==> config.mk <==
export PLATFORM = sky130hd
export DESIGN_NAME = mat_serializer
export DESIGN_NICKNAME = d
export VERILOG_FILES = /design/src/rtl/mat_pkg.sv /design/src/rtl/mat_idx_counter.sv /design/src/rtl/mat_serializer.sv
export SDC_FILE = /design/constraint.sdc
export NUM_CORES = 1
export LEC_CHECK = 0
export ABC_AREA = 1
export CAP_MARGIN = 15
export CORE_ASPECT_RATIO = 1.1
export CORE_MARGIN = 4
export CORE_UTILIZATION = 49
export DETAILED_ROUTE_END_ITERATION = 6
export GPL_ROUTABILITY_DRIVEN = 0
export GPL_TIMING_DRIVEN = 1
export PLACE_DENSITY = 0.8
export SYNTH_ARGS = -nofsm -noshare
export SYNTH_HDL_FRONTEND = slang
export SYNTH_SLANG_ARGS = --single-unit
==> constraint.sdc <==
create_clock -name clk -period 1.9 [get_ports clk]
set_input_delay 0.38 -clock clk [delete_from_list [all_inputs] [get_ports clk]]
set_output_delay 0.38 -clock clk [all_outputs]
set_load 0.005 [all_outputs]
==> src/rtl/mat_pkg.sv <==
// Shared definitions for the 3x3 matrix datapath (multiplier and serializer).
package mat_pkg;

    localparam int unsigned N_DEF = 3;
    localparam int unsigned W_DEF = 8;

    typedef enum logic {
        IDLE = 1'b0,
        SEND = 1'b1
    } state_e;

    typedef logic [$clog2(N_DEF)-1:0] idx_t;

    // Extract element (r,c) from a row-major packed matrix of default size.
    function automatic logic [W_DEF-1:0] elem(
        input logic [N_DEF*N_DEF*W_DEF-1:0] mat,
        input idx_t                         r,
        input idx_t                         c
    );
        return mat[(int'(r) * N_DEF + int'(c)) * W_DEF +: W_DEF];
    endfunction

endpackage

==> src/rtl/mat_idx_counter.sv <==
// Row/column walker: row-major (col fastest) or transposed (row fastest).
module mat_idx_counter
    import mat_pkg::*;
#(
    parameter  int unsigned N  = N_DEF,
    localparam int unsigned IW = (N > 1) ? $clog2(N) : 1
) (
    input  logic          clk,
    input  logic          rst_n,
    input  logic          clear_i,
    input  logic          advance_i,
    input  logic          transpose_i,
    output logic [IW-1:0] row_o,
    output logic [IW-1:0] col_o,
    output logic          last_o
);

    localparam logic [IW-1:0] MAX = IW'(N - 1);

    logic [IW-1:0] row_q, row_d;
    logic [IW-1:0] col_q, col_d;

    // Next index: clear wins over advance so a reload restarts at (0,0).
    always_comb begin
        row_d = row_q;
        col_d = col_q;
        if (clear_i) begin
            row_d = '0;
            col_d = '0;
        end else if (advance_i) begin
            if (!transpose_i) begin
                if (col_q == MAX) begin
                    col_d = '0;
                    row_d = (row_q == MAX) ? '0 : row_q + IW'(1);
                end else begin
                    col_d = col_q + IW'(1);
                end
            end else begin
                if (row_q == MAX) begin
                    row_d = '0;
                    col_d = (col_q == MAX) ? '0 : col_q + IW'(1);
                end else begin
                    row_d = row_q + IW'(1);
                end
            end
        end
    end

    // Index registers.
    always_ff @(posedge clk or negedge rst_n) begin
        if (!rst_n) begin
            row_q <= '0;
            col_q <= '0;
        end else begin
            row_q <= row_d;
            col_q <= col_d;
        end
    end

    assign row_o  = row_q;
    assign col_o  = col_q;
    assign last_o = (row_q == MAX) && (col_q == MAX);

endmodule

==> src/rtl/mat_serializer.sv <==
// Accepts an NxN matrix in parallel and streams it out one element per cycle.
module mat_serializer
    import mat_pkg::*;
#(
    parameter  int unsigned N  = N_DEF,
    parameter  int unsigned W  = W_DEF,
    localparam int unsigned IW = (N > 1) ? $clog2(N) : 1
) (
    input  logic             clk,
    input  logic             rst_n,
    input  logic             in_valid,
    output logic             in_ready,
    input  logic [N*N*W-1:0] in_mat,
    input  logic             in_transpose,
    output logic             out_valid,
    input  logic             out_ready,
    output logic [W-1:0]     out_data,
    output logic [IW-1:0]    out_row,
    output logic [IW-1:0]    out_col,
    output logic             out_last
);

    state_e             state_q, state_d;
    logic [N*N*W-1:0]   mat_q, mat_d;
    logic               mode_q, mode_d;
    logic [IW-1:0]      row, col;
    logic               idx_last;
    logic               accept;
    logic               fire;
    logic [W-1:0]       elems [N][N];

    assign accept = in_valid && in_ready;
    assign fire   = out_valid && out_ready;

    // Unpack the stored matrix so the output mux indexes by (row,col).
    for (genvar r = 0; r < N; r++) begin : g_row
        for (genvar c = 0; c < N; c++) begin : g_col
            assign elems[r][c] = mat_q[(r*N+c)*W +: W];
        end
    end

    mat_idx_counter #(.N(N)) u_idx (
        .clk         (clk),
        .rst_n       (rst_n),
        .clear_i     (accept),
        .advance_i   (fire),
        .transpose_i (mode_q),
        .row_o       (row),
        .col_o       (col),
        .last_o      (idx_last)
    );

    // State register.
    always_ff @(posedge clk or negedge rst_n) begin
        if (!rst_n) begin
            state_q <= IDLE;
        end else begin
            state_q <= state_d;
        end
    end

    // Next state: a reload on the final handshake keeps streaming without a bubble.
    always_comb begin
        state_d = state_q;
        case (state_q)
            IDLE:    if (accept) state_d = SEND;
            SEND:    if (fire && idx_last && !accept) state_d = IDLE;
            default: state_d = IDLE;
        endcase
    end

    // Outputs: in_ready sees out_ready combinationally to allow back-to-back reloads.
    always_comb begin
        in_ready  = (state_q == IDLE) || ((state_q == SEND) && idx_last && out_ready);
        out_valid = (state_q == SEND);
        out_last  = (state_q == SEND) && idx_last;
        out_data  = elems[row][col];
        out_row   = row;
        out_col   = col;
    end

    // Matrix/mode capture only on an accepted transfer.
    always_comb begin
        mat_d  = mat_q;
        mode_d = mode_q;
        if (accept) begin
            mat_d  = in_mat;
            mode_d = in_transpose;
        end
    end

    // Payload registers.
    always_ff @(posedge clk or negedge rst_n) begin
        if (!rst_n) begin
            mat_q  <= '0;
            mode_q <= 1'b0;
        end else begin
            mat_q  <= mat_d;
            mode_q <= mode_d;
        end
    end

endmodule

==> impl_metrics.env <==
export IMPL_grt_busiest_layer="met2"
export IMPL_ys_types=16
export IMPL_htreeDepth=3
export IMPL_yosys_area_top_type_share=0.528
export IMPL_rows=32
export IMPL_clk_path_buf_depth=2
export IMPL_whs_ns=0.00347
export IMPL_reg2reg_depth=10
export IMPL_setup_viol=8
export IMPL_syn_nets=570
export IMPL_worst_pin_slew_ns=0.571
export IMPL_cp_common_cell="buf_6"
export IMPL_dp_hpwl_um=8110
export IMPL_met2_usage=0.480
export IMPL_tns_ns=-1.75
export IMPL_synthCells=493
export IMPL_period_minus_slack_ns=2.15
export IMPL_stdcell_count=693
export IMPL_ys_warn_count=0
export IMPL_critical_path_endpoint_type="output port"
export IMPL_hold_class="in -> async"
export IMPL_drc=0
export IMPL_dp_cells=656
export IMPL_violations="setup timing"
export IMPL_yosysTopAreaCell="dfrtp_1"
export IMPL_reg2reg_to="mat_q[37]$_DFFE_PN0P_"
export IMPL_worstPathArrival_ns=1.77
export IMPL_drtAntennaViolNets=0
export IMPL_crit_path_start="u_idx.row_o[0]$_DFFE_PN0P_"
export IMPL_max_cap_viol_count=0
export IMPL_cts_sinks=78
export IMPL_relSlewSlack=0.619
export IMPL_track_usage=0.284
export IMPL_critPathRequiredTime_ns=1.52
export IMPL_die_area_um2=9000
export IMPL_first_iter_violations=419
export IMPL_die_h_um=99.1
export IMPL_die_w_um=90.8
export IMPL_startpoint_type="register"
export IMPL_cts_tree="built"
export IMPL_synth_seq_cells=78
export IMPL_finalPower_mw=8.29
export IMPL_rrSetupSlack_ns=0.14
export IMPL_final_hold_violation_count=0
export IMPL_via_per_inst=5.68
export IMPL_fmax_mhz=464
export IMPL_grt_pass1_vias=3859
export IMPL_finClkSkew_ns=0.0106
export IMPL_portBuffers=91
export IMPL_critPathMaxFanout=6
export IMPL_setup_ws_ns=-0.253
export IMPL_avgSynthCellArea_um2=7.50
export IMPL_slowest_delay_ns=0.45
export IMPL_syn_area_um2=3700
export IMPL_num_antenna_cells=0
export IMPL_crit_chain="buf_6, nor2_4, buf_6, buf_16, nand2_2, nand3_1, nand2_1, nand3_2, buf_2"
export IMPL_grt_use_met3=0.0469
export IMPL_routedWlPerCell_um=18.1
export IMPL_worstReg2RegStart="u_idx.row_o[0]$_DFFE_PN0P_"
export IMPL_grt_overflow_total=0
export IMPL_vias=3937
export IMPL_rsz0062_at_grt="true"
export IMPL_initial_core_util=0.516
export IMPL_core_um2=7170
export IMPL_cts_root_buf="clkbuf_8"
export IMPL_period_share=1.13
export IMPL_first_pass_iters=5
export IMPL_clk_latency_ns=0.36
export IMPL_antenna_found_initial=0
export IMPL_drv_slew=0
export IMPL_vdd_ir_drop_max_uv=563
export IMPL_nNetsFinal=680
export IMPL_syn2layout_area_growth_pct=46.2
export IMPL_synth_seq_area_share=0.528
export IMPL_powerDensity_nw_per_um2=1530
export IMPL_critical_path_slowest_cell="dfrtp_2"
export IMPL_leakage_nw=2.83
export IMPL_drive_gt1_frac=0.192
export IMPL_io_pin_count=92
export IMPL_outcome="complete, but fails checks"
export IMPL_wirelength_um=12600
export IMPL_place_ws_ns=-0.119
export IMPL_use_met1=0.352
export IMPL_grt_pass1_wl_um=20100
export IMPL_criticalPathCategory="reg -> out"
export IMPL_synthTopCellsByArea="dfrtp_1, nand2_1, nand3_1, buf_2, clkbuf_1"
export IMPL_grt_max_degree=46
export IMPL_clk_pin_slew_worst_paths_ns=0.08
export IMPL_cts_buffers=9
==> worst max-delay path, delay by kind of cell (launching register included) <==
| kind | cells | cell delay, ns |
|---|---|---|
| simple gates | 5 | 0.44 |
| buf+inv | 4 | 0.54 |
| flops | 1 | 0.45 |
==> state kept, by name (all words and copies together), names as in the netlist <==
signal and flops:
mat_q 72, mode_q 1, out_valid 1, u_idx.row_o 2, u_idx.col_o 2
==> where the power goes <==
part	internal, mW	total (mW)	switching (mW)
logic	1.71	3.69	1.98
clock network	0.847	1.45	0.605
registers	2.49	3.15	0.662
==> routing by layer <==
layer | wire length [um] | vias to the layer above | share of wire
li1 | - | 1789 | -
met2 | 6260 | 235 | 0.50
met1 | 4620 | 1853 | 0.37
met3 | 1050 | 60 | 0.083
met5 | 0 | - | 0
met4 | 628 | 0 | 0.050
==> per-stage QoR <==
stage | cell area [um2] | util
floorplan | 3700 | -
global placement | 4780 | 0.667
detailed placement | 4780 | 0.667
CTS | 5310 | 0.741
global route | 5410 | 0.755
finish | 5410 | 0.755
==> layout by cell type (no fill, tap or decap), types with 6 or more instances in the layout <==
master / instances
nand2_1: 233
nand3_1: 87
clkdlybuf4s50_1: 78
dfrtp_1: 77
buf_4: 23
nand3_2: 19
nand2_2: 19
clkbuf_8: 12
buf_6: 10
buf_2: 9
buf_12: 6
==> cell type report <==
cell class	count	area, um2
Tap cell	85	106
Timing Repair Buffer	131	1320
Inverter	7	26.3
Fill cell	516	1760
Clock inverter	3	65.1
Clock buffer	13	169
Sequential cell	78	1950
Multi-Input combinational cell	376	1770
==> repair_timing <==
item | CTS | global route
setup buffers | 17 | 2
endpoints found under the setup margin | 10 | 12
pin swaps | 20 | 7
gates cloned | 4 | 0
gates resized for setup | 69 | 40
hold buffers | 0 | 0
==> synth_stat cells, drive strengths merged <==
cell type	number
inv	7
nor2	6
a22oi	1
dfrtp	78
o21ai	3
nand3	106
buf	16
and3	1
nand2	257
clkbuf	16
o2111ai	2
==> logic make-up after synthesis <==
family	after synthesis	synth area share
AOI/OAI and AO/OA	6	0.0108
and+or+nand+nor	370	0.413
DFF	78	0.528
buffers and inverters	39	0.0487
==> how the worst max path moves through the flow <==
stage	to	slack, ns	depth (start not counted)
6_report	out_data[1]	-0.25	9
5_1_grt	out_data[1]	-0.31	9
4_1_cts	out_data[0]	-0.24	9
3_5_place_dp	out_data[3]	-0.12	8
3_3_place_gp	out_data[0]	-0.08	8
2_1_floorplan	out_data[0]	0.34	6
(Power assumes the default switching activity.)
